==> config.mk <==
export PLATFORM = sky130hd
export DESIGN_NAME = val2_shift_pipe
export DESIGN_NICKNAME = d
export VERILOG_FILES = /design/src/rtl/arm_shift_pkg.sv /design/src/rtl/val2_shift_pipe_core.sv /design/src/rtl/val2_shift_pipe.sv
export SDC_FILE = /design/constraint.sdc
export NUM_CORES = 1
export LEC_CHECK = 0
export ABC_AREA = 1
export CAP_MARGIN = 40
export CORE_MARGIN = 1.5
export CORE_UTILIZATION = 66
export DETAILED_ROUTE_END_ITERATION = 8
export PLACE_DENSITY = 0.88
export SETUP_SLACK_MARGIN = 0.3
export SYNTH_ARGS = -nofsm -noshare
export SYNTH_HDL_FRONTEND = slang
export SYNTH_SLANG_ARGS = --single-unit
==> constraint.sdc <==
create_clock -name clk -period 5.25 [get_ports clk]
set_input_delay 0.525 -clock clk [delete_from_list [all_inputs] [get_ports clk]]
set_output_delay 0.525 -clock clk [all_outputs]
set_load 0.1 [all_outputs]
==> src/rtl/arm_shift_pkg.sv <==
// Shared types and field positions for the ARM operand-2 shifter.
// shift_type_e : shifter type as encoded in shift_operand[6:5].
// shift_op_t   : decoded shift request (type, 8-bit amount, carry in, RRX).
//                The Rm value travels beside it because its width follows DATA_W.
// SHOP_*       : bit positions of fields inside the 12-bit shift_operand.
package arm_shift_pkg;

   typedef enum logic [1:0] {
      SH_LSL = 2'b00,
      SH_LSR = 2'b01,
      SH_ASR = 2'b10,
      SH_ROR = 2'b11
   } shift_type_e;

   typedef struct packed {
      shift_type_e sh_type;
      logic [7:0]  amount;
      logic        carry;
      logic        rrx;
   } shift_op_t;

   // Immediate form: imm8 rotated right by 2*rot4.
   localparam int SHOP_ROT_MSB     = 11;
   localparam int SHOP_ROT_LSB     = 8;
   localparam int SHOP_IMM8_MSB    = 7;
   // Register form.
   localparam int SHOP_AMT_MSB     = 11;
   localparam int SHOP_AMT_LSB     = 7;
   localparam int SHOP_TYPE_MSB    = 6;
   localparam int SHOP_TYPE_LSB    = 5;
   localparam int SHOP_REG_BIT     = 4;
   localparam int SHOP_RS_ZERO_BIT = 7;

endpackage

==> src/rtl/val2_shift_pipe_core.sv <==
// barrel_shift_core: combinational ARM barrel shifter.
// Ports:
//   i_type    shift type (LSL/LSR/ASR/ROR)
//   i_amount  shift amount, 0..255
//   i_rm      value to shift
//   i_carry   current C flag, passed through when the amount is 0
//   i_rrx     rotate right by one through carry (overrides type/amount)
//   o_result  shifted value
//   o_carry   shifter carry-out
// Amount 0 always returns i_rm with i_carry; the #0 special encodings are
// rewritten by the decoder before they get here.
module barrel_shift_core
   import arm_shift_pkg::*;
#(
   parameter int DATA_W = 32
) (
   input  shift_type_e       i_type,
   input  logic [7:0]        i_amount,
   input  logic [DATA_W-1:0] i_rm,
   input  logic              i_carry,
   input  logic              i_rrx,
   output logic [DATA_W-1:0] o_result,
   output logic              o_carry
);

   localparam int RW = $clog2(DATA_W);

   // One extra bit on the side the data leaves from captures the last bit
   // shifted out, which is exactly the ARM carry. Amounts past the width
   // shift everything out, giving the n>W cases (0, c=0) and ASR saturation.
   logic [DATA_W:0]        w_lsl;
   logic [DATA_W:0]        w_lsr;
   logic signed [DATA_W:0] w_asr_src;
   logic signed [DATA_W:0] w_asr;
   logic [RW-1:0]          w_ror_amt;
   logic [DATA_W-1:0]      w_ror;

   assign w_lsl     = {1'b0, i_rm} << i_amount;
   assign w_lsr     = {i_rm, 1'b0} >> i_amount;
   assign w_asr_src = {i_rm, 1'b0};
   assign w_asr     = w_asr_src >>> i_amount;
   assign w_ror_amt = i_amount[RW-1:0];
   // When the rotate is 0 the left shift is by DATA_W and contributes nothing.
   assign w_ror     = (i_rm >> w_ror_amt) | (i_rm << (DATA_W - int'(w_ror_amt)));

   always_comb begin
      o_result = i_rm;
      o_carry  = i_carry;
      if (i_rrx) begin
         o_result = {i_carry, i_rm[DATA_W-1:1]};
         o_carry  = i_rm[0];
      end else if (i_amount != 8'd0) begin
         case (i_type)
            SH_LSL: {o_carry, o_result} = w_lsl;
            SH_LSR: {o_result, o_carry} = w_lsr;
            SH_ASR: {o_result, o_carry} = w_asr;
            SH_ROR: begin
               o_result = w_ror;
               o_carry  = w_ror[DATA_W-1];
            end
            default: ;
         endcase
      end
   end

endmodule

==> src/rtl/val2_shift_pipe.sv <==
// val2_shift_pipe: pipelined operand-2 generator for the EXE stage.
// Decodes the shift_operand into a (type, amount, rm, carry, rrx) request,
// optionally registers it (PIPE_STAGES=2), then runs the barrel shifter into
// the output register. A valid/ready chain lets the consumer stall it.
// Ports:
//   clk, rst                  clock, synchronous active-high reset
//   in_valid/in_ready         request handshake
//   in_mem                    load/store offset: zero-extended shift_operand
//   in_imm                    rotated 8-bit immediate
//   in_shift_operand[11:0]    instruction bits [11:0]
//   in_val_rm, in_val_rs      Rm value, Rs[7:0]
//   in_carry                  current C flag
//   out_valid/out_ready       result handshake
//   out_val2, out_carry       operand 2 and shifter carry-out
// DATA_W: power of two, 16..128 (LSR/ASR #0 encode the amount DATA_W in 8 bits).
module val2_shift_pipe
   import arm_shift_pkg::*;
#(
   parameter int DATA_W      = 32,
   parameter int PIPE_STAGES = 1
) (
   input  logic              clk,
   input  logic              rst,
   input  logic              in_valid,
   output logic              in_ready,
   input  logic              in_mem,
   input  logic              in_imm,
   input  logic [11:0]       in_shift_operand,
   input  logic [DATA_W-1:0] in_val_rm,
   input  logic [7:0]        in_val_rs,
   input  logic              in_carry,
   output logic              out_valid,
   input  logic              out_ready,
   output logic [DATA_W-1:0] out_val2,
   output logic              out_carry
);

   localparam logic [7:0] AMT_MASK = 8'(DATA_W - 1);
   localparam logic [7:0] AMT_FULL = 8'(DATA_W);

   shift_op_t         w_dec_op;
   logic [DATA_W-1:0] w_dec_rm;
   logic [7:0]        w_rot;
   logic [4:0]        w_imm_amt;

   // Every mode is reduced to a plain shifter request so the core stays simple:
   // mem and the invalid Rs form become "amount 0" pass-throughs, the immediate
   // becomes a ROR of the zero-extended imm8.
   always_comb begin
      w_dec_op  = '{sh_type: SH_LSL, amount: 8'd0, carry: in_carry, rrx: 1'b0};
      w_dec_rm  = in_val_rm;
      w_rot     = {3'b000, in_shift_operand[SHOP_ROT_MSB:SHOP_ROT_LSB], 1'b0} & AMT_MASK;
      w_imm_amt = in_shift_operand[SHOP_AMT_MSB:SHOP_AMT_LSB];
      if (in_mem) begin
         w_dec_rm = {{(DATA_W-12){1'b0}}, in_shift_operand};
      end else if (in_imm) begin
         // rot==0 lands on amount 0, which keeps the incoming carry.
         w_dec_rm         = {{(DATA_W-8){1'b0}}, in_shift_operand[SHOP_IMM8_MSB:0]};
         w_dec_op.sh_type = SH_ROR;
         w_dec_op.amount  = w_rot;
      end else begin
         w_dec_op.sh_type = shift_type_e'(in_shift_operand[SHOP_TYPE_MSB:SHOP_TYPE_LSB]);
         if (in_shift_operand[SHOP_REG_BIT]) begin
            // Bit 7 set is not a register shift; force a zero result, carry kept.
            if (in_shift_operand[SHOP_RS_ZERO_BIT])
               w_dec_rm = '0;
            else
               w_dec_op.amount = in_val_rs;
         end else if (w_imm_amt != 5'd0) begin
            w_dec_op.amount = {3'b000, w_imm_amt};
         end else begin
            case (w_dec_op.sh_type)
               SH_LSR, SH_ASR: w_dec_op.amount = AMT_FULL;
               SH_ROR:         w_dec_op.rrx    = 1'b1;
               default:        ;
            endcase
         end
      end
   end

   shift_op_t         w_core_op;
   logic [DATA_W-1:0] w_core_rm;
   logic              w_core_valid;
   logic [DATA_W-1:0] w_core_result;
   logic              w_core_carry;
   logic              w_last_ready;

   logic              r_out_valid;
   logic [DATA_W-1:0] r_out_val2;
   logic              r_out_carry;

   assign w_last_ready = !r_out_valid || out_ready;

   generate
      if (PIPE_STAGES == 1) begin : g_one_stage
         assign w_core_op    = w_dec_op;
         assign w_core_rm    = w_dec_rm;
         assign w_core_valid = in_valid;
         assign in_ready     = w_last_ready;
      end else begin : g_two_stage
         shift_op_t         r_s1_op;
         logic [DATA_W-1:0] r_s1_rm;
         logic              r_s1_valid;

         assign in_ready = !r_s1_valid || w_last_ready;

         always_ff @(posedge clk) begin
            if (rst) begin
               r_s1_valid <= 1'b0;
               r_s1_op    <= '0;
               r_s1_rm    <= '0;
            end else if (in_ready) begin
               r_s1_valid <= in_valid;
               if (in_valid) begin
                  r_s1_op <= w_dec_op;
                  r_s1_rm <= w_dec_rm;
               end
            end
         end

         assign w_core_op    = r_s1_op;
         assign w_core_rm    = r_s1_rm;
         assign w_core_valid = r_s1_valid;
      end
   endgenerate

   barrel_shift_core #(
      .DATA_W (DATA_W)
   ) u_core (
      .i_type   (w_core_op.sh_type),
      .i_amount (w_core_op.amount),
      .i_rm     (w_core_rm),
      .i_carry  (w_core_op.carry),
      .i_rrx    (w_core_op.rrx),
      .o_result (w_core_result),
      .o_carry  (w_core_carry)
   );

   // Data only loads with a new result, so a stalled output holds steady.
   always_ff @(posedge clk) begin
      if (rst) begin
         r_out_valid <= 1'b0;
         r_out_val2  <= '0;
         r_out_carry <= 1'b0;
      end else if (w_last_ready) begin
         r_out_valid <= w_core_valid;
         if (w_core_valid) begin
            r_out_val2  <= w_core_result;
            r_out_carry <= w_core_carry;
         end
      end
   end

   assign out_valid = r_out_valid;
   assign out_val2  = r_out_val2;
   assign out_carry = r_out_carry;

endmodule

==> flow_summary.json, run 1 <==
{
  "status": "stopped before the end",
  "failed_stage": "global routing (5_1_grt)",
  "error_line": "[ERROR GRT-0116] Global routing finished with congestion. Check the congestion regions in the DRC Viewer.",
  "synthTopCellsByArea": "nand2_1, nand3_1, dfxtp_1",
  "grt_max_degree": 86,
  "avgSynthCellArea_um2": 4.69,
  "ctsRootBufferMaster": "clkbuf_16",
  "cts_buffers": 5,
  "ys_ff_latch": 34,
  "netlist.area_leader.share_pct": 35.1,
  "io_pins": 94,
  "grt_pass1_wl_um": 95000,
  "numPortBuffers": 93,
  "first_global_vias": 17200,
  "place.gp.congestion": 1.38,
  "syn-num-nets": 2261,
  "synth.largest_area_cell": "nand2_1",
  "hold_buffers": 0,
  "dieWidth_um": 128,
  "syn_inst": 2200,
  "synth.distinct_cells": 41,
  "h-tree-depth": 2,
  "yosys-top-cells-count": "nand2_1, nand3_1, a21oi_1",
  "ys.flop_type": "dfxtp_1",
  "initial_utilization_pct": 67.8,
  "cts.sinks": 34,
  "synth.most_common_cell": "nand2_1",
  "cts.path.max_buffers": 2,
  "synth_sequential_area_ratio_pct": 6.60,
  "cts_resized": 0,
  "async_flop_share_pct": 0,
  "dpl.hpwl_um": 41400,
  "die_h_um": 128,
  "synth_edf_count": 0,
  "grt-ovfl-total": 112,
  "row_count": 45,
  "netlist_area_um2": 10300,
  "yosysWarnings": 0,
  "cts_setup_buffers": 0,
  "track_usage_pct": 75.0
}
## routing by layer
layer / GRT usage [%] / GRT overflow
met4: 73.6 / 58
met5: 22.6 / 0
met2: 88.9 / 52
met3: 60.6 / 2
met1: 77.4 / 0
## through the flow
stage	hold slack [ns]	utilization [%]	cell area [um^2]	cells	worst slack (ns)
after floorplan	0.793	-	10300	2200	1.94
after global placement	0.455	72.7	11100	2368	1.02
after detailed placement	0.463	76.4	11600	2403	0.820
after CTS	0.471	77.4	11800	2411	1.09
## logic make-up after synthesis
family	Yosys count	synth area share (%)
xor gates and xnor gates	1	0.267
buffers and inverters	272	11.4
AOI/OAI and AO/OA	274	14.3
and+or+nand+nor	1617	67.2
adders and majority gates	2	0.243
DFF	34	6.60
==> run 2, diff against run 1 <==
Settings changed: CORE_UTILIZATION 66 to 40, PLACE_DENSITY 0.88 to not set, PLACE_DENSITY_LB_ADDON set to 0.15, SETUP_SLACK_MARGIN 0.3 to not set.
==> run 2 against run 1 <==
Against the previous run: the run now ends clean; synthesized cell count stayed put; synthesized area stayed put.
==> flow_summary.json, run 2 <==
{
  "yosysWarnings": 0,
  "via_per_inst": 6.36,
  "ys_ff_latch": 34,
  "reg2reg_to": "out_val2[16]",
  "vias": 16300,
  "endpoint_kind": "flip-flop",
  "mostFrequentLayoutCells": "nand2_1, nand3_1, a21oi_1",
  "p_int_w": 0.00108,
  "async_flop_share_pct": 0,
  "cts_tree": "done",
  "syn_inst": 2200,
  "start_kind": "primary input",
  "cts.path.max_buffers": 2,
  "fin_nets": 2292,
  "core_um2": 25300,
  "row_count": 58,
  "switching_share_pct": 62.0,
  "final_area_um2": 12100,
  "finalCritPeriodShare_pct": 86.6,
  "status": "completed",
  "dieWidth_um": 164,
  "syn_to_final_growth_pct": 17.0,
  "synth.most_common_cell": "nand2_1",
  "p_leak_nw": 6.22,
  "io_pins": 94,
  "cap_viol_max_count": 0,
  "first_global_vias": 14800,
  "slew_viol_final": 0,
  "crit_path_end": "out_carry",
  "clk_pin_slew_ns": 0.06,
  "setup_violations": 0,
  "regToRegSetupSlack_ns": 3.54,
  "grt_pass1_wl_um": 94900,
  "worstPathArrival_ns": 4.76,
  "avgSynthCellArea_um2": 4.69,
  "fmax_mhz": 220,
  "path_max_fanout": 27,
  "drt_iter0_drc": 3412,
  "cts_setup_buffers": 0,
  "largest_reg_flops": 32,
  "ctsRootBufferMaster": "clkbuf_16",
  "synth_edf_count": 0,
  "final_hold_viol_count": 0,
  "drc": 0,
  "timing.rr.start": "out_valid",
  "power_frac_clock_pct": 10.9,
  "hold_class": "reg2reg",
  "numPortBuffers": 93,
  "cts.sinks": 34,
  "critPathLaunch": "in_mem",
  "seqPwrFrac_pct": 10.6,
  "max_slew_margin_pct": 39.0,
  "syn-num-nets": 2261,
  "ir_drop_mv": 0.211,
  "detail_route.wl_per_cell_um": 25.5,
  "netlist_area_um2": 10300,
  "ys.flop_type": "dfxtp_1",
  "ant_nets": 0,
  "power.switching_w": 0.00176,
  "final_layout_size_suffix_gt1_share_pct": 6.14,
  "synth_sequential_area_ratio_pct": 6.60,
  "clock-skew-final_ns": 0.00258,
  "fill_cells": 2920,
  "h-tree-depth": 2,
  "path_class": "in2reg",
  "worstMarginPinSlew_ns": 0.905,
  "placed_cell_area_um2": 11900,
  "grt-ovfl-total": 0,
  "synth.distinct_cells": 41,
  "synth.largest_area_cell": "nand2_1",
  "track_usage_pct": 48.4,
  "cts_buffers": 5,
  "netlist.area_leader.share_pct": 35.1,
  "die_h_um": 164,
  "place.gp.congestion": 1.13,
  "final_common_cell": "nand2_1",
  "initial_utilization_pct": 40.8,
  "holdWs_ns": 0.467,
  "min_delay_path_depth": 2,
  "tns_ns": 0,
  "drt_pre_antenna_iters": 7,
  "grt_setup_unrepaired": "no",
  "grt_max_degree": 102,
  "hold_buffers": 0,
  "diodes": 0,
  "yosys-top-cells-count": "nand2_1, nand3_1, a21oi_1",
  "worstPathRequired_ns": 5.46,
  "min_period_ns": 4.55,
  "synthTopCellsByArea": "nand2_1, nand3_1, dfxtp_1",
  "cts_resized": 0,
  "antenna_found_initial": 2,
  "rr_worst_depth": 7,
  "design.die.area_um2": 26800,
  "dpl.hpwl_um": 50700,
  "powerDensity_nw_per_um2": 235,
  "routed_wl_um": 65400,
  "p_comb_share_pct": 78.5,
  "clock_latency_ns": 0.28,
  "final_core_util_pct": 47.8
}
[run 2: metal layers]
metal  wire length, um  vias to the layer above  GRT usage (%)  part of all wire [%]
li1                  -                     7284              -                     -
met1             24000                     7309           59.5                    37
met2             26200                     1398           70.9                    40
met3              9480                      296           16.0                    14
met4              5720                        2           33.3                   8.7
met5                13                        -              0                 0.020
[run 2: final cells by class]
| class | instances | area [um^2] | share of cell area [%] |
|---|---|---|---|
| clock buffers | 6 | 139 | 1.15 |
| multi-input cells | 1894 | 8490 | 70.4 |
| well taps | 330 | 413 | 3.42 |
| inverters | 127 | 479 | 3.97 |
| flip-flops and latches | 34 | 681 | 5.64 |
| clock inverters | 2 | 12.5 | 0.104 |
| repair buffers | 169 | 1850 | 15.3 |
[run 2: cells by family (layout without fill, tap and decap cells)]
group           Yosys count  count (layout)  synth area share [%]
compound gates          274             274                  14.3
xor+xnor                  1               1                 0.267
fa+ha+maj                 2               2                 0.243
buf+inv                 272             304                  11.4
flops                    34              34                  6.60
simple gates           1617            1617                  67.2
[run 2: critical path: stages]
cell and delay, ns:
clkdlybuf4s50_1 0.67, nor2_8 0.37, nand2_4 0.26, inv_1 0.26, nand2_1 0.32, nor2_1 0.49
nand2_1 0.13, nor2_1 0.15, nand2_1 0.13, nor2_1 0.51, inv_1 0.10, nand3_1 0.23
nand2_1 0.12, nand4_1 0.13, nand2_1 0.08, nand2_1 0.08, nand2_1 0.05, a21oi_1 0.13
[run 2: through the flow]
stage | setup WS [ns] | total power [W] | instances
2_1_floorplan | 1.94 | 0.00163 | 2200
3_3_place_gp | 0.718 | 0.00231 | 2519
3_5_place_dp | 0.698 | 0.00240 | 2554
4_1_cts | 0.971 | 0.00272 | 2562
5_1_grt | 0.649 | 0.00296 | 2562
6_report | 0.704 | 0.00284 | 2562
[run 2: how the worst min path moves through the flow]
stage / from / end
after floorplan: in_carry / out_carry
after global routing: out_val2[28] / out_val2[28]
after detailed placement: out_val2[28] / out_val2[28]
final: out_val2[28] / out_val2[28]
after global placement: out_val2[28] / out_val2[28]
after CTS: out_val2[28] / out_val2[28]
[run 2: power by group through the flow]
stage                     Combinational (W)  Sequential [W]  Clock, W
after floorplan                     0.00114        0.000488         0
after global placement              0.00201        0.000305         0
after detailed placement            0.00210        0.000306         0
after CTS                           0.00210        0.000301  0.000312
after global routing                0.00233        0.000303  0.000324
final                               0.00223        0.000302  0.000309
Power figures use the tool's default switching activity.
==> run 3, diff against run 2 <==
Settings changed: CAP_MARGIN 40 to not set, CORE_ASPECT_RATIO set to 1.2, CORE_UTILIZATION 40 to 25.
==> run 3 against run 2 <==
Against the previous run: via count decreased by 3.8%; design area decreased by 1.2%; worst hold slack got worse by 0.0057 ns; combinational power decreased by 3%; total power decreased by 2.6%; routed wire length increased by 11%; setup slack got worse by 0.33 ns; die area increased by 59%; clock skew increased by 0.0031 ns.
==> flow_summary.json, run 3 (synthesis results as in run 2) <==
{
  "status": "completed",
  "via_per_inst": 5.69,
  "switching_share_pct": 62.9,
  "p_int_w": 0.00103,
  "finalCritPeriodShare_pct": 92.9,
  "worstMarginPinSlew_ns": 1.02,
  "place.gp.congestion": 1.06,
  "final_common_cell": "nand2_1",
  "io_pins": 94,
  "mostFrequentLayoutCells": "nand2_1, nand3_1, a21oi_1",
  "largest_reg_flops": 32,
  "powerDensity_nw_per_um2": 232,
  "syn_to_final_growth_pct": 15.6,
  "diodes": 0,
  "design.die.area_um2": 42500,
  "cts_buffers": 5,
  "grt_setup_unrepaired": "no",
  "endpoint_kind": "flip-flop",
  "ctsRootBufferMaster": "clkbuf_16",
  "tns_ns": 0,
  "cts_tree": "done",
  "initial_utilization_pct": 25.3,
  "routed_wl_um": 72600,
  "min_period_ns": 4.88,
  "first_global_vias": 14800,
  "clock-skew-final_ns": 0.00569,
  "crit_chain": "clkdlybuf4s50_1 -> nor2_1 -> buf_4 -> nand2_1 -> nand2_1 -> nand2_4 -> buf_4 -> nand2_1 -> inv_2 -> nand2_1 -> nand3_1 -> nand2_1 -> nand2_1 -> nand2_1 -> nand2_1 -> nand3_1 -> nand2_1 -> nand3_1 -> nand3_1 -> nand2_1 -> nand2_1 -> nand2_1 -> a21oi_1",
  "detail_route.wl_per_cell_um": 26.3,
  "dpl.hpwl_um": 58800,
  "numPortBuffers": 93,
  "power_frac_clock_pct": 10.5,
  "p_leak_nw": 6.06,
  "crit_path_top_delay_cell": "clkdlybuf4s50_1",
  "dieWidth_um": 188,
  "final_hold_viol_count": 0,
  "row_count": 81,
  "drt_pre_antenna_iters": 6,
  "cap_viol_max_count": 0,
  "cpPeakStageDelay_ns": 0.73,
  "antenna_found_initial": 1,
  "ir_drop_mv": 0.158,
  "hold_class": "reg2reg",
  "worstPathArrival_ns": 5.09,
  "hold_buffers": 0,
  "worstPathRequired_ns": 5.46,
  "cp_common_cell": "nand2_1",
  "p_comb_share_pct": 78.7,
  "max_slew_margin_pct": 31.0,
  "power_w": 0.00276,
  "drt_iter0_drc": 1998,
  "drc": 0,
  "path_max_fanout": 57,
  "grt_max_degree": 90,
  "power.switching_w": 0.00174,
  "cts.path.max_buffers": 2,
  "fin_nets": 2276,
  "dp_slack_ns": 0.206,
  "track_usage_pct": 33.6,
  "die_h_um": 225,
  "path_class": "in2reg",
  "core_um2": 40700,
  "cts_setup_buffers": 0,
  "slew_viol_final": 0,
  "fin_ws_ns": 0.371,
  "ant_nets": 0,
  "start_kind": "primary input",
  "cts.sinks": 34,
  "grt-ovfl-total": 0,
  "clk_pin_slew_ns": 0.05,
  "h-tree-depth": 2,
  "vias": 15700,
  "grt_pass1_wl_um": 103000,
  "fill_cells": 4960,
  "clock_latency_ns": 0.28,
  "seqPwrFrac_pct": 10.8,
  "cts_resized": 0,
  "setup_violations": 0,
  "fmax_mhz": 205,
  "final_layout_size_suffix_gt1_share_pct": 5.46
}
## run 3: cell types whose count changed in the layout (fill, tap and decap cells not counted)
| cell | before | now |
|---|---|---|
| buf_8 | 32 | 0 |
| buf_4 | 37 | 55 |
| buf_16 | 3 | 0 |
| buf_12 | 4 | 5 |
| clkbuf_1 | 0 | 1 |
| clkinvlp_4 | 1 | 0 |
| nor2_1 | 102 | 101 |
| nor2_2 | 6 | 7 |
## run 3: per-layer routing
| layer | share of wire [%] | GRT usage [%] | wire length, um | vias up |
|---|---|---|---|---|
| li1 | - | - | - | 7274 |
| met1 | 40 | 43.2 | 29300 | 7346 |
| met2 | 44 | 53.5 | 32300 | 873 |
| met3 | 6.7 | 1.74 | 4840 | 184 |
| met4 | 8.4 | 24.0 | 6110 | 0 |
| met5 | 0 | 0 | 0 | - |
## run 3: final timing paths
kind	to	from	cells after the start	slack, ns
min	out_val2[9]	out_val2[9]	2	0.46
max	out_val2[9]	in_mem	23	0.37
max reg2reg	out_val2[23]	out_valid	7	3.14
min reg2reg	out_val2[9]	out_val2[9]	2	0.46
## run 3: metrics by stage
| step | std cells | hold slack (ns) | util, % | instance area [um^2] |
|---|---|---|---|---|
| global route | 2755 | 0.480 | 29.3 | 11900 |
| CTS | 2755 | 0.464 | 29.3 | 11900 |
| finish | 2755 | 0.461 | 29.3 | 11900 |
| detailed placement | 2747 | 0.456 | 28.9 | 11800 |
| floorplan | 2200 | 0.793 | - | 10300 |
| global placement | 2747 | 0.454 | 28.9 | 11800 |
## run 3: critical path, delay by kind of cell
kind	cells	cell delay, ns
and+or+nand+nor	18	2.40
buffers and inverters	4	1.94
AOI/OAI and AO/OA	1	0.14
## run 3: final cells by class
class / count / area, um^2 / share of cell area (%)
multi-input cells: 1894 / 8500 / 71.3
repair buffers: 153 / 1440 / 12.1
flip-flops and latches: 34 / 681 / 5.71
well taps: 539 / 674 / 5.66
inverters: 127 / 479 / 4.02
clock buffers: 7 / 143 / 1.20
clock inverters: 1 / 5.00 / 0.0420
## run 3: power groups by stage
stage	clock, W	combinational [W]	sequential, W
finish	0.000291	0.00217	0.000298
global route	0.000312	0.00231	0.000302
CTS	0.000300	0.00212	0.000299
detailed placement	0	0.00211	0.000304
global placement	0	0.00213	0.000304
floorplan	0	0.00114	0.000488
==> run 4, diff against run 3 <==
Settings changed: CTS_CLUSTER_DIAMETER set to 150, SETUP_SLACK_MARGIN set to 0.5.
==> run 4 against run 3 <==
Against the previous run: global-route usage is essentially flat; clock-buffer cell count is the same; register-to-register slack is essentially flat; worst hold slack is essentially flat; sequential power is essentially flat; combinational power is essentially flat; flip-flop and latch count is the same; first-iteration DRC count grew 3.1%; design area is essentially flat; total power is essentially flat.
==> flow_summary.json, run 4 (synthesis results as in run 2) <==
{
  "row_count": 81,
  "detail_route.wl_per_cell_um": 26.3,
  "numPortBuffers": 93,
  "hold_class": "reg2reg",
  "dpl.hpwl_um": 58800,
  "diodes": 0,
  "ctsRootBufferMaster": "clkbuf_16",
  "slew_viol_final": 0,
  "worstPathArrival_ns": 4.70,
  "critPathLaunch": "in_mem",
  "clock-skew-final_ns": 0.00554,
  "fmax_mhz": 223,
  "grt_pass1_wl_um": 103000,
  "initial_utilization_pct": 25.3,
  "min_period_ns": 4.49,
  "fill_cells": 4960,
  "tns_ns": 0,
  "design.die.area_um2": 42500,
  "fin_nets": 2276,
  "syn_to_final_growth_pct": 15.7,
  "p_leak_nw": 6.06,
  "dieWidth_um": 188,
  "cts.path.max_buffers": 2,
  "switching_share_pct": 62.9,
  "finalNonFillerCells": 2755,
  "place.gp.congestion": 1.06,
  "ir_drop_mv": 0.158,
  "vias": 15700,
  "wl_met2_um": 32100,
  "cts_tree": "done",
  "first_global_vias": 14800,
  "reg2reg_to": "out_val2[23]",
  "finalCritPeriodShare_pct": 85.5,
  "dp.cells": 2747,
  "wl_met1_um": 29500,
  "die_h_um": 225,
  "dr_wl_met3_um": 4810,
  "p_comb_share_pct": 78.7,
  "crit_path_end": "out_val2[17]",
  "setup_violations": 0,
  "clock_latency_ns": 0.28,
  "path_max_fanout": 22,
  "p_int_w": 0.00103,
  "final_layout_size_suffix_gt1_share_pct": 5.46,
  "mostFrequentLayoutCells": "nand2_1, nand3_1, a21oi_1",
  "core_um2": 40700,
  "worstMarginPinSlew_ns": 1.04,
  "worstPathRequired_ns": 5.47,
  "drt_iter0_drc": 2059,
  "io_pins": 94,
  "status": "completed",
  "grt_setup_unrepaired": "no",
  "routed_wl_um": 72600,
  "timing.rr.start": "out_valid",
  "rr_worst_depth": 7,
  "power.switching_w": 0.00174,
  "regToRegSetupSlack_ns": 3.15,
  "max_slew_margin_pct": 30.7,
  "drc": 0,
  "start_kind": "primary input",
  "seqPwrFrac_pct": 10.8,
  "grt_max_degree": 90,
  "grt-ovfl-total": 0,
  "antenna_found_initial": 1,
  "highest_layer": "met4",
  "largest_reg_flops": 32,
  "path_class": "in2reg",
  "cts.sinks": 34,
  "track_usage_pct": 33.6,
  "final_common_cell": "nand2_1",
  "clk_pin_slew_ns": 0.05,
  "endpoint_kind": "flip-flop",
  "cts_buffers": 5,
  "drt_pre_antenna_iters": 6,
  "power_frac_clock_pct": 10.5,
  "cap_viol_max_count": 0,
  "ant_nets": 0,
  "h-tree-depth": 2,
  "final_hold_viol_count": 0,
  "powerDensity_nw_per_um2": 232,
  "via_per_inst": 5.71,
  "holdWs_ns": 0.461
}
==> run 4: cell types whose count changed in the layout (fill, tap and decap cells not counted) <==
| cell | change |
|---|---|
| buf_4 | -1 |
| inv_2 | -1 |
| buf_8 | +1 |
| clkinv_2 | +1 |
==> run 4: through the flow <==
stage               setup slack (ns)  utilization, %  power, W  instance area, um^2
floorplan                       1.94               -   0.00163                10300
detailed placement             0.206            28.9   0.00242                11800
finish                         0.762            29.3   0.00277                11900
CTS                            0.702            29.3   0.00272                11900
global route                   0.532            29.3   0.00292                11900
global placement               0.166            28.9   0.00244                11800
==> run 4: power by group through the flow <==
stage | logic, W | registers (W) | clock network, W
after floorplan | 0.00114 | 0.000488 | 0
after global placement | 0.00213 | 0.000304 | 0
after detailed placement | 0.00211 | 0.000304 | 0
after CTS | 0.00212 | 0.000299 | 0.000300
after global routing | 0.00231 | 0.000302 | 0.000312
final | 0.00218 | 0.000298 | 0.000291
==> run 4: how the worst min path moves through the flow <==
stage	start	endpoint	slack, ns	cells past startpoint
floorplan	in_carry	out_carry	0.79	4
global placement	out_val2[1]	out_val2[1]	0.45	2
detailed placement	out_val2[9]	out_val2[9]	0.46	2
CTS	out_val2[9]	out_val2[9]	0.46	2
global route	out_val2[7]	out_val2[7]	0.48	2
finish	out_val2[9]	out_val2[9]	0.46	2
==> run 4: timing repair <==
action | 4_1_cts | 5_1_grt
gates resized for setup | 1 | 3
setup buffers | 0 | 0
setup endpoints to repair | 1 | 4
pin swaps | 0 | 0
hold buffers | 0 | 0
==> run 4: layout make-up <==
type	count	area, um^2	share of cell area (%)
tap	539	674	5.65
inverter	127	480	4.03
clock inverter	1	5.00	0.0420
timing repair buffer	153	1450	12.2
clock buffer	7	143	1.20
multi-input combinational	1894	8500	71.2
sequential	34	681	5.71
==> run 4: critical path, stage by stage <==
cell	delay (ns)
clkdlybuf4s50_1	0.63
nor2_8	0.36
nand2_4	0.20
nor2_4	0.56
buf_4	0.34
nor2_1	0.09
nor2_1	0.36
nand2_1	0.14
nand2_1	0.28
nand2_1	0.16
nand2_1	0.09
nand2_1	0.08
a21oi_1	0.16
o21ai_0	0.09
nand4_1	0.13
buf_4	0.18
nand2_1	0.06
nand2_1	0.07
nand2_1	0.05
a21oi_1	0.10
==> run 4: per-layer routing <==
metal / vias up / track usage [%]
met4: 0 / 24.1
met2: 922 / 53.7
met1: 7342 / 43.1
li1: 7279 / -
met3: 185 / 1.68
met5: - / 0
